`config.mk`:
```
export PLATFORM = sky130hd
export DESIGN_NAME = axi_lite_master_interface
export DESIGN_NICKNAME = d
export VERILOG_FILES = /design/src/rtl/axi_lite_master_interface_pkg.sv /design/src/rtl/axi_lite_master_interface_timeout.sv /design/src/rtl/axi_lite_master_interface.sv
export SDC_FILE = /design/constraint.sdc
export NUM_CORES = 1
export LEC_CHECK = 0
export CORE_UTILIZATION = 40
export DETAILED_ROUTE_END_ITERATION = 6
export MAX_ROUTING_LAYER = met4
export PLACE_DENSITY_LB_ADDON = 0.1
export SKIP_LAST_GASP = 1
export SYNTH_ARGS = -nofsm -noshare
export SYNTH_HDL_FRONTEND = slang
export SYNTH_SLANG_ARGS = --single-unit
```
`constraint.sdc`:
```
create_clock -name ACLK -period 4.65 [get_ports ACLK]
set_clock_uncertainty 0.15 [all_clocks]
set_input_delay 0.93 -clock ACLK [delete_from_list [all_inputs] [get_ports ACLK]]
set_output_delay 0.93 -clock ACLK [all_outputs]
set_load 0.03 [all_outputs]
```
`src/rtl/axi_lite_master_interface_pkg.sv`:
```
// Shared AXI4-Lite definitions: response codes, cache/prot defaults, FSM encodings.
// Also holds the timeout limit used when AXI_LITE_MASTER_TIMEOUT_EN is defined.
package axi_lite_master_interface_pkg;

    localparam logic [1:0] RESP_OKAY   = 2'b00;
    localparam logic [1:0] RESP_EXOKAY = 2'b01;
    localparam logic [1:0] RESP_SLVERR = 2'b10;
    localparam logic [1:0] RESP_DECERR = 2'b11;

    localparam logic [3:0] CACHE_DEFAULT = 4'b0011;
    localparam logic [2:0] PROT_DEFAULT  = 3'b000;

    localparam int          TIMEOUT_W     = 16;
    localparam logic [15:0] TIMEOUT_LIMIT = 16'hFFFF;

    typedef enum logic [1:0] {
        W_IDLE = 2'd0,
        W_REQ  = 2'd1,
        W_RESP = 2'd2
    } wr_state_e;

    typedef enum logic [1:0] {
        R_IDLE = 2'd0,
        R_ADDR = 2'd1,
        R_DATA = 2'd2,
        R_OUT  = 2'd3
    } rd_state_e;

endpackage

```
`src/rtl/axi_lite_master_interface_timeout.sv`:
```
// Response-wait watchdog: down-counter reloaded while idle, flags expiry at terminal count.
// Only instantiated when AXI_LITE_MASTER_TIMEOUT_EN is defined.
module axi_lite_master_interface_timeout
    import axi_lite_master_interface_pkg::*;
(
    input  logic clk_i,
    input  logic rst_i,
    input  logic count_en_i,
    output logic expired_o
);

    logic [TIMEOUT_W-1:0] cnt_q;
    logic [TIMEOUT_W-1:0] cnt_d;

    always_comb begin
        cnt_d = cnt_q;
        if (!count_en_i) begin
            cnt_d = TIMEOUT_LIMIT;
        end else if (cnt_q != '0) begin
            cnt_d = cnt_q - 1'b1;
        end
    end

    always_ff @(posedge clk_i) begin
        if (rst_i) begin
            cnt_q <= TIMEOUT_LIMIT;
        end else begin
            cnt_q <= cnt_d;
        end
    end

    assign expired_o = count_en_i && (cnt_q == '0);

endmodule

```
`src/rtl/axi_lite_master_interface.sv`:
```
// AXI4-Lite initiator: independent write and read FSMs driven by a simple user request bus.
// Optional response timeout via AXI_LITE_MASTER_TIMEOUT_EN.
//   state  | meaning
//   W_IDLE | accepting a user write
//   W_REQ  | AW and W valid until each handshakes
//   W_RESP | BREADY high, waiting for B
//   R_IDLE | accepting a user read
//   R_ADDR | ARVALID high until ARREADY
//   R_DATA | RREADY high, waiting for R
//   R_OUT  | rd_dvalid high until rd_dready
module axi_lite_master_interface
    import axi_lite_master_interface_pkg::*;
#(
    parameter int C_M_AXI_ADDR_WIDTH = 32,
    parameter int C_M_AXI_DATA_WIDTH = 32
) (
    input  logic                            ACLK,
    input  logic                            ARESET,

    input  logic [C_M_AXI_ADDR_WIDTH-1:0]   wr_addr,
    input  logic [C_M_AXI_DATA_WIDTH-1:0]   wr_data,
    input  logic [C_M_AXI_DATA_WIDTH/8-1:0] wr_strb,
    input  logic                            wr_valid,
    output logic                            wr_ready,
    output logic                            wr_done,
    output logic [1:0]                      wr_resp,

    input  logic [C_M_AXI_ADDR_WIDTH-1:0]   rd_addr,
    input  logic                            rd_valid,
    output logic                            rd_ready,
    output logic [C_M_AXI_DATA_WIDTH-1:0]   rd_data,
    output logic [1:0]                      rd_resp,
    output logic                            rd_dvalid,
    input  logic                            rd_dready,

    output logic [C_M_AXI_ADDR_WIDTH-1:0]   M_AXI_AWADDR,
    output logic [3:0]                      M_AXI_AWCACHE,
    output logic [2:0]                      M_AXI_AWPROT,
    output logic                            M_AXI_AWVALID,
    input  logic                            M_AXI_AWREADY,

    output logic [C_M_AXI_DATA_WIDTH-1:0]   M_AXI_WDATA,
    output logic [C_M_AXI_DATA_WIDTH/8-1:0] M_AXI_WSTRB,
    output logic                            M_AXI_WVALID,
    input  logic                            M_AXI_WREADY,

    input  logic [1:0]                      M_AXI_BRESP,
    input  logic                            M_AXI_BVALID,
    output logic                            M_AXI_BREADY,

    output logic [C_M_AXI_ADDR_WIDTH-1:0]   M_AXI_ARADDR,
    output logic [3:0]                      M_AXI_ARCACHE,
    output logic [2:0]                      M_AXI_ARPROT,
    output logic                            M_AXI_ARVALID,
    input  logic                            M_AXI_ARREADY,

    input  logic [C_M_AXI_DATA_WIDTH-1:0]   M_AXI_RDATA,
    input  logic [1:0]                      M_AXI_RRESP,
    input  logic                            M_AXI_RVALID,
    output logic                            M_AXI_RREADY
);

    localparam int AW = C_M_AXI_ADDR_WIDTH;
    localparam int DW = C_M_AXI_DATA_WIDTH;
    localparam int SW = C_M_AXI_DATA_WIDTH / 8;

    wr_state_e         wr_state_q, wr_state_d;
    logic [AW-1:0]     awaddr_q, awaddr_d;
    logic [DW-1:0]     wdata_q, wdata_d;
    logic [SW-1:0]     wstrb_q, wstrb_d;
    logic              aw_done_q, aw_done_d;
    logic              w_done_q, w_done_d;
    logic              wr_done_q, wr_done_d;
    logic [1:0]        wr_resp_q, wr_resp_d;
    logic              wr_drain_q, wr_drain_d;

    rd_state_e         rd_state_q, rd_state_d;
    logic [AW-1:0]     araddr_q, araddr_d;
    logic [DW-1:0]     rd_data_q, rd_data_d;
    logic [1:0]        rd_resp_q, rd_resp_d;
    logic              rd_drain_q, rd_drain_d;

    logic              aw_hs, w_hs;
    logic              wr_timeout, rd_timeout;

`ifdef AXI_LITE_MASTER_TIMEOUT_EN
    axi_lite_master_interface_timeout u_wr_timeout (
        .clk_i      (ACLK),
        .rst_i      (ARESET),
        .count_en_i (wr_state_q == W_RESP),
        .expired_o  (wr_timeout)
    );

    axi_lite_master_interface_timeout u_rd_timeout (
        .clk_i      (ACLK),
        .rst_i      (ARESET),
        .count_en_i (rd_state_q == R_DATA),
        .expired_o  (rd_timeout)
    );
`else
    assign wr_timeout = 1'b0;
    assign rd_timeout = 1'b0;
`endif

    always_ff @(posedge ACLK) begin
        if (ARESET) begin
            wr_state_q <= W_IDLE;
            awaddr_q   <= '0;
            wdata_q    <= '0;
            wstrb_q    <= '0;
            aw_done_q  <= 1'b0;
            w_done_q   <= 1'b0;
            wr_done_q  <= 1'b0;
            wr_resp_q  <= RESP_OKAY;
            wr_drain_q <= 1'b0;
            rd_state_q <= R_IDLE;
            araddr_q   <= '0;
            rd_data_q  <= '0;
            rd_resp_q  <= RESP_OKAY;
            rd_drain_q <= 1'b0;
        end else begin
            wr_state_q <= wr_state_d;
            awaddr_q   <= awaddr_d;
            wdata_q    <= wdata_d;
            wstrb_q    <= wstrb_d;
            aw_done_q  <= aw_done_d;
            w_done_q   <= w_done_d;
            wr_done_q  <= wr_done_d;
            wr_resp_q  <= wr_resp_d;
            wr_drain_q <= wr_drain_d;
            rd_state_q <= rd_state_d;
            araddr_q   <= araddr_d;
            rd_data_q  <= rd_data_d;
            rd_resp_q  <= rd_resp_d;
            rd_drain_q <= rd_drain_d;
        end
    end

    assign aw_hs = (wr_state_q == W_REQ) && !aw_done_q && M_AXI_AWREADY;
    assign w_hs  = (wr_state_q == W_REQ) && !w_done_q  && M_AXI_WREADY;

    always_comb begin
        wr_state_d = wr_state_q;
        awaddr_d   = awaddr_q;
        wdata_d    = wdata_q;
        wstrb_d    = wstrb_q;
        aw_done_d  = aw_done_q;
        w_done_d   = w_done_q;
        wr_done_d  = 1'b0;
        wr_resp_d  = wr_resp_q;
        wr_drain_d = wr_drain_q;
        // A late B from a timed-out write is swallowed wherever the FSM currently is.
        if (wr_drain_q && M_AXI_BVALID && (wr_state_q != W_RESP)) begin
            wr_drain_d = 1'b0;
        end
        case (wr_state_q)
            W_IDLE: begin
                if (wr_valid) begin
                    awaddr_d   = wr_addr;
                    wdata_d    = wr_data;
                    wstrb_d    = wr_strb;
                    aw_done_d  = 1'b0;
                    w_done_d   = 1'b0;
                    wr_state_d = W_REQ;
                end
            end
            W_REQ: begin
                if (aw_hs) aw_done_d = 1'b1;
                if (w_hs)  w_done_d  = 1'b1;
                if ((aw_done_q || aw_hs) && (w_done_q || w_hs)) begin
                    wr_state_d = W_RESP;
                end
            end
            W_RESP: begin
                if (M_AXI_BVALID) begin
                    if (wr_drain_q) begin
                        wr_drain_d = 1'b0;
                    end else begin
                        wr_resp_d  = M_AXI_BRESP;
                        wr_done_d  = 1'b1;
                        wr_state_d = W_IDLE;
                    end
                end else if (wr_timeout) begin
                    wr_resp_d  = RESP_SLVERR;
                    wr_done_d  = 1'b1;
                    wr_drain_d = 1'b1;
                    wr_state_d = W_IDLE;
                end
            end
            default: wr_state_d = W_IDLE;
        endcase
    end

    always_comb begin
        wr_ready      = (wr_state_q == W_IDLE);
        wr_done       = wr_done_q;
        wr_resp       = wr_resp_q;
        M_AXI_AWADDR  = awaddr_q;
        M_AXI_AWCACHE = CACHE_DEFAULT;
        M_AXI_AWPROT  = PROT_DEFAULT;
        M_AXI_AWVALID = (wr_state_q == W_REQ) && !aw_done_q;
        M_AXI_WDATA   = wdata_q;
        M_AXI_WSTRB   = wstrb_q;
        M_AXI_WVALID  = (wr_state_q == W_REQ) && !w_done_q;
        M_AXI_BREADY  = (wr_state_q == W_RESP) || wr_drain_q;
    end

    always_comb begin
        rd_state_d = rd_state_q;
        araddr_d   = araddr_q;
        rd_data_d  = rd_data_q;
        rd_resp_d  = rd_resp_q;
        rd_drain_d = rd_drain_q;
        if (rd_drain_q && M_AXI_RVALID && (rd_state_q != R_DATA)) begin
            rd_drain_d = 1'b0;
        end
        case (rd_state_q)
            R_IDLE: begin
                if (rd_valid) begin
                    araddr_d   = rd_addr;
                    rd_state_d = R_ADDR;
                end
            end
            R_ADDR: begin
                if (M_AXI_ARREADY) rd_state_d = R_DATA;
            end
            R_DATA: begin
                if (M_AXI_RVALID) begin
                    if (rd_drain_q) begin
                        rd_drain_d = 1'b0;
                    end else begin
                        rd_data_d  = M_AXI_RDATA;
                        rd_resp_d  = M_AXI_RRESP;
                        rd_state_d = R_OUT;
                    end
                end else if (rd_timeout) begin
                    rd_data_d  = '0;
                    rd_resp_d  = RESP_SLVERR;
                    rd_drain_d = 1'b1;
                    rd_state_d = R_OUT;
                end
            end
            R_OUT: begin
                if (rd_dready) rd_state_d = R_IDLE;
            end
            default: rd_state_d = R_IDLE;
        endcase
    end

    always_comb begin
        rd_ready      = (rd_state_q == R_IDLE);
        rd_data       = rd_data_q;
        rd_resp       = rd_resp_q;
        rd_dvalid     = (rd_state_q == R_OUT);
        M_AXI_ARADDR  = araddr_q;
        M_AXI_ARCACHE = CACHE_DEFAULT;
        M_AXI_ARPROT  = PROT_DEFAULT;
        M_AXI_ARVALID = (rd_state_q == R_ADDR);
        M_AXI_RREADY  = (rd_state_q == R_DATA) || rd_drain_q;
    end

endmodule

```
==> impl_metrics.ini, run 1 <==
[critical_path]
cp_num_cells = 4
cp-startpoint = rd_state_q[0]
path_delay_family = buffers and inverters
crit_path_end_kind = output port
slowest_stage = clkdlybuf4s50_1
worstSetupEndpoint = M_AXI_RREADY
slowest_delay_ns = 0.61
r2r-start = rd_state_q[0]
r2r_cells = 5
cp_cell_sequence = inv_1 -> ha_1 -> or2_2 -> clkdlybuf4s50_1
crit_arrival_ns = 2.05
cp_num_buf_inv = 2
rrSetupSlack_ns = 2.37
criticalPathCategory = register to output port
r2r_end = rd_data[29]
cp.required_ns = 3.57
path_max_fanout = 5
cp-start-kind = register

[yosys]
syn-instance-count = 658
yosys_warnings = 0
synthSimpleGateAreaFrac_pct = 22.7
synth_adder_area_share_pct = 1.17
synth_xor_area_share_pct = 0
synth_cell_types = 28
synth-compound-area-share_pct = 13.9
synth_top_family_by_area = simple AND/OR/NAND/NOR gates
async_flop_share_pct = 0
syn_area_um2 = 5330
synth-edff-count = 0
ys_ff_latch = 145
yosysSeqAreaShare_pct = 54.5
synth_ff_type = dfxtp_1
synthMuxAreaShare_pct = 0.564
syn_avg_cell_area_um2 = 8.09

[placement]
dpl-instance-area_um2 = 8150
place.gp.congestion = 0.832
dpl.hpwl_um = 11100
place_ws_ns = 1.61
placed_cells = 1076
port-buffer-count = 290

[sta]
hold_viol_final = 0
setup_viol = 0
rsz0062_at_grt = no
final-max-slew-violation-count = 0
fmax_ghz = 0.319
fin_crit_sh_pct = 67.4
slew_headroom_pct = 16.8
tightest_slew_ns = 1.24
fin_crit_ns = 3.13
worst_slack_ns = 1.52
tns_ns = 0

[floorplanning]
io_pins = 305
dieWidth_um = 117
start_util_pct = 41.5
core.rowCount = 41
die_area_um2 = 13800
die_y_um = 117
coreArea_um2 = 12800

[routing]
detail-route-antenna-nets = 0
dr.first_iter.drc_count = 285
wirelength_um = 15600
wl_per_cell_um = 14.0
num_vias = 5236
routed_via_density = 4.73
drc = 0
firstDrtPassIters = 4

[finish]
final_cell_mix = clkdlybuf4s50_1 (289), nand2_1 (269), dfxtp_1 (145)
num-nets-final = 1074
final_cell_area_um2 = 8790
drive_gt1_share_pct = 4.38
areaGrowthSynthToFinish_pct = 65.1
layout_commonest_cell = clkdlybuf4s50_1
final_cell_count_no_fill = 1108
final_core_util_pct = 68.6
antennaDiodeCount = 0

[grt]
grt-ovfl-total = 0
grt_pass1_vias = 5070
antenna_found_initial = 0
grt_pass1_wl_um = 24800
grt_max_degree = 79
grtUsageTotal_pct = 23.4

[hold_path]
min_path_cells = 2
min-delay-path-class = register to register

[clock_network]
cts_tree = done
ctsHoldBuffers = 0
clock_sinks = 145
cts_resized = 0
htree_levels = 4
postCtsSetupBuffers = 0
clock_path_buffers = 2
root_buffer = clkbuf_16
clock_latency_ns = 0.41
numCtsBuffers = 17
path_clk_slew_ns = 0.06

[pwr]
ir_drop_mv = 0.240
leakage_nw = 3.25
power.density_nw_per_um2 = 447

[job]
maxCapViolations = 0

[outcome]
outcome = finished clean
[Yosys cell counts (2+ instances only)]
| cell | number | area, um^2 |
|---|---|---|
| nor3b_1 | 4 | 30.0 |
| buf_6 | 9 | 101 |
| dfxtp_1 | 145 | 2900 |
| buf_2 | 12 | 60.1 |
| nand2b_1 | 4 | 25.0 |
| conb_1 | 2 | 7.51 |
| mux2i_1 | 3 | 30.0 |
| clkbuf_1 | 23 | 86.3 |
| ha_1 | 5 | 62.6 |
| inv_1 | 2 | 7.51 |
| buf_4 | 16 | 120 |
| or2_2 | 2 | 12.5 |
| nor2b_1 | 6 | 37.5 |
| nor2_1 | 7 | 26.3 |
| a22oi_2 | 2 | 25.0 |
| a21oi_1 | 136 | 681 |
| nand2_1 | 269 | 1010 |
[metal layers]
metal / part of all wire, % / GRT usage, %
met3: 7.7 / 7.64
met2: 51 / 39.9
met1: 39 / 24.7
met4: 2.5 / 10.2
met5: 0 / -
[flip-flops by register name, summed over array words and instances (netlist names)]
signal and flops:
rd_resp 2, M_AXI_WDATA 32, M_AXI_ARADDR 32, rd_data 32
M_AXI_AWADDR 32, wr_done 1, w_done_q 1, wr_resp 2
M_AXI_WSTRB 4, wr_drain_q 1, wr_state_q 2, aw_done_q 1
rd_drain_q 1, rd_state_q 2
[through the flow]
stage,power (mW),hold WS (ns)
after floorplan,2.07,0.316
after global placement,2.46,0.290
after detailed placement,2.48,0.296
after CTS,3.97,0.303
after global routing,4.10,0.318
final,3.93,0.302
[tightest hold or removal path, stage by stage, from the launching register on]
cell     delay, ns
dfxtp_1       0.30
nand2_1       0.05
a21oi_1       0.05
[how the worst min path moves through the flow]
stage	startpoint	end	slack, ns
finish	rd_data[9]	rd_data[9]	0.30
global route	rd_data[9]	rd_data[9]	0.32
CTS	M_AXI_ARADDR[14]	M_AXI_ARADDR[14]	0.30
detailed placement	M_AXI_ARADDR[14]	M_AXI_ARADDR[14]	0.30
global placement	rd_resp[1]	rd_resp[1]	0.29
floorplan	wr_drain_q	wr_drain_q	0.32
[report_power, final]
group | total (mW) | internal (mW) | switching (mW) | leakage (nW)
clock network | 1.47 | 0.979 | 0.495 | 0.314
logic | 1.02 | 0.428 | 0.596 | 1.75
registers | 1.43 | 1.36 | 0.0650 | 1.18
total | 3.93 | 2.77 | 1.16 | 3.25
[logic make-up after synthesis]
| family | Yosys count |
|---|---|
| buf+inv | 62 |
| fa+ha+maj | 5 |
| simple gates | 299 |
| other cells | 2 |
| mux | 3 |
| compound gates | 142 |
| flops | 145 |
[layout make-up]
cell class	instances	area, um^2
clock buffer	22	464
clock inverter	10	181
fill	1060	4030
inverter	2	7.51
multi-input combinational	463	2090
sequential	145	2900
tap	172	215
timing repair buffer	294	2930
Power figures use the tool's default switching activity.
==> run 2, diff against run 1 <==
--- a/config.mk
+++ b/config.mk
@@ -5,7 +5,8 @@
 export SDC_FILE = /design/constraint.sdc
 export NUM_CORES = 1
 export LEC_CHECK = 0
-export CORE_UTILIZATION = 40
+export CORE_ASPECT_RATIO = 1.4
+export CORE_UTILIZATION = 38
 export DETAILED_ROUTE_END_ITERATION = 6
 export MAX_ROUTING_LAYER = met4
 export PLACE_DENSITY_LB_ADDON = 0.1
==> constraint.sdc (replaced) <==
create_clock -name ACLK -period 3.2 [get_ports ACLK]
set_clock_uncertainty 0.15 [all_clocks]
set_input_delay 0.64 -clock ACLK [delete_from_list [all_inputs] [get_ports ACLK]]
set_output_delay 0.64 -clock ACLK [all_outputs]
set_load 0.03 [all_outputs]
==> run 2 against run 1 <==
- setup slack lost 1.1 ns
- via count is 0.73% higher
- wire length grew 4.1%
- global-route usage is 0.70 points lower
- combinational power increased by 49%
- critical path depth is 2 lower
- final cell count is 1.4% higher
- flip-flop and latch count unchanged
- sequential power increased by 45%
- hold slack hardly changed
- non-clock buffer count grew 5
- power grew 42%
==> impl_metrics.ini, run 2 (synthesized netlist as in run 1, its figures left out) <==
[pwr]
ir_drop_mv = 0.339
p_clk_share_pct = 35.3
power.density_nw_per_um2 = 631
power.net_switching_mw = 1.75
leakage_nw = 3.24
seq_power_share_pct = 37.3
share_comb_of_total_power_pct = 27.4
p_int_mw = 3.82
p_sw_share_pct = 31.4
finalPower_mw = 5.57

[hold_path]
min-delay-path-class = register to register

[clock_network]
htree_levels = 4
clock_sinks = 145
numCtsBuffers = 17
root_buffer = clkbuf_16
clock_latency_ns = 0.41
cts_tree = done
clock_path_buffers = 2
postCtsSetupBuffers = 0
cts_resized = 0
ctsHoldBuffers = 0
path_clk_slew_ns = 0.06

[floorplanning]
coreArea_um2 = 13500
dieWidth_um = 102
die_y_um = 142
io_pins = 305
start_util_pct = 39.4
die_area_um2 = 14500
core.rowCount = 50

[routing]
drc = 0
wl_per_cell_um = 14.4
wirelength_um = 16200
detail-route-antenna-nets = 0
firstDrtPassIters = 4
routed_via_density = 4.70
num_vias = 5274
dr.first_iter.drc_count = 196

[sta]
slew_headroom_pct = 63.5
fin_crit_ns = 2.82
tns_ns = 0
fin_crit_sh_pct = 88.2
setup_viol = 0
whs_ns = 0.302
rsz0062_at_grt = no
final-max-slew-violation-count = 0
hold_viol_final = 0
worst_slack_ns = 0.377
tightest_slew_ns = 0.547
fmax_ghz = 0.354

[finish]
antennaDiodeCount = 0
final_core_util_pct = 65.2
layout_commonest_cell = clkdlybuf4s50_1
drive_gt1_share_pct = 4.99
areaGrowthSynthToFinish_pct = 65.5
num-nets-final = 1079
final_cell_mix = clkdlybuf4s50_1 (289), nand2_1 (269), dfxtp_1 (145)

[critical_path]
cp.required_ns = 2.41
criticalPathCategory = register to output port
worstSetupEndpoint = M_AXI_WVALID
crit_arrival_ns = 2.03
cp-start-kind = register
rrSetupSlack_ns = 1.34
r2r-start = wr_state_q[0]
cp-startpoint = wr_state_q[0]
path_max_fanout = 8
crit_path_end_kind = output port
r2r_cells = 4
r2r_end = M_AXI_AWADDR[3]

[job]
maxCapViolations = 0

[outcome]
outcome = finished clean

[placement]
dpl.hpwl_um = 11700
place_ws_ns = 0.673
port-buffer-count = 290
place.gp.congestion = 0.736

[grt]
grtUsageTotal_pct = 22.7
antenna_found_initial = 0
grt_pass1_vias = 5142
grt-ovfl-total = 0
grt_max_degree = 66
grt_pass1_wl_um = 24700
[run 2: stage by stage]
stage,cell area [um^2],std cells
after floorplan,5370,670
after global placement,8220,1091
after detailed placement,8220,1091
after CTS,8810,1123
after global routing,8810,1123
final,8810,1123
[run 2: worst min path at each step]
| stage | start | to | depth (start not counted) |
|---|---|---|---|
| CTS | rd_data[17] | rd_data[17] | 2 |
| global placement | M_AXI_ARADDR[10] | M_AXI_ARADDR[10] | 2 |
| detailed placement | M_AXI_AWADDR[16] | M_AXI_AWADDR[16] | 2 |
| finish | M_AXI_AWADDR[16] | M_AXI_AWADDR[16] | 2 |
| global route | rd_data[14] | rd_data[14] | 2 |
| floorplan | wr_drain_q | wr_drain_q | 1 |
[run 2: power by group through the flow]
stage	Combinational (mW)	Clock [mW]	Sequential (mW)
after global placement	1.50	0	2.11
after floorplan	0.580	0	2.42
after global routing	1.63	2.09	2.10
after detailed placement	1.53	0	2.12
after CTS	1.54	2.01	2.08
final	1.52	1.97	2.08
[run 2: per-layer routing]
layer / GRT usage, % / vias up / wire (um)
met2: 40.1 / 202 / 8460
met3: 6.88 / 39 / 1290
met4: 11.3 / 0 / 554
met1: 22.2 / 2405 / 5900
li1: - / 2628 / -
met5: - / - / 0
[run 2: critical path: stages, from the launching register on]
cell	delay (ns)
dfxtp_1	0.50
nor3b_1	0.36
clkdlybuf4s50_1	0.76
[run 2: area by class of cell]
class                      instances  area, um^2
fill                            1182        4700
inverter                           2        7.51
tap                              182         228
sequential                       145        2900
clock buffer                      21         460
multi-input combinational        463        2090
timing repair buffer             299        2990
clock inverter                    11         130
==> run 3, diff against run 2 <==
--- a/config.mk
+++ b/config.mk
@@ -7,10 +7,12 @@
 export LEC_CHECK = 0
 export CORE_ASPECT_RATIO = 1.4
 export CORE_UTILIZATION = 38
+export CTS_CLUSTER_SIZE = 20
 export DETAILED_ROUTE_END_ITERATION = 6
 export MAX_ROUTING_LAYER = met4
 export PLACE_DENSITY_LB_ADDON = 0.1
 export SKIP_LAST_GASP = 1
+export SLEW_MARGIN = 20
 export SYNTH_ARGS = -nofsm -noshare
 export SYNTH_HDL_FRONTEND = slang
 export SYNTH_SLANG_ARGS = --single-unit
==> results of run 3 <==
Final layout, timing and power as in run 2 (identical DEF).
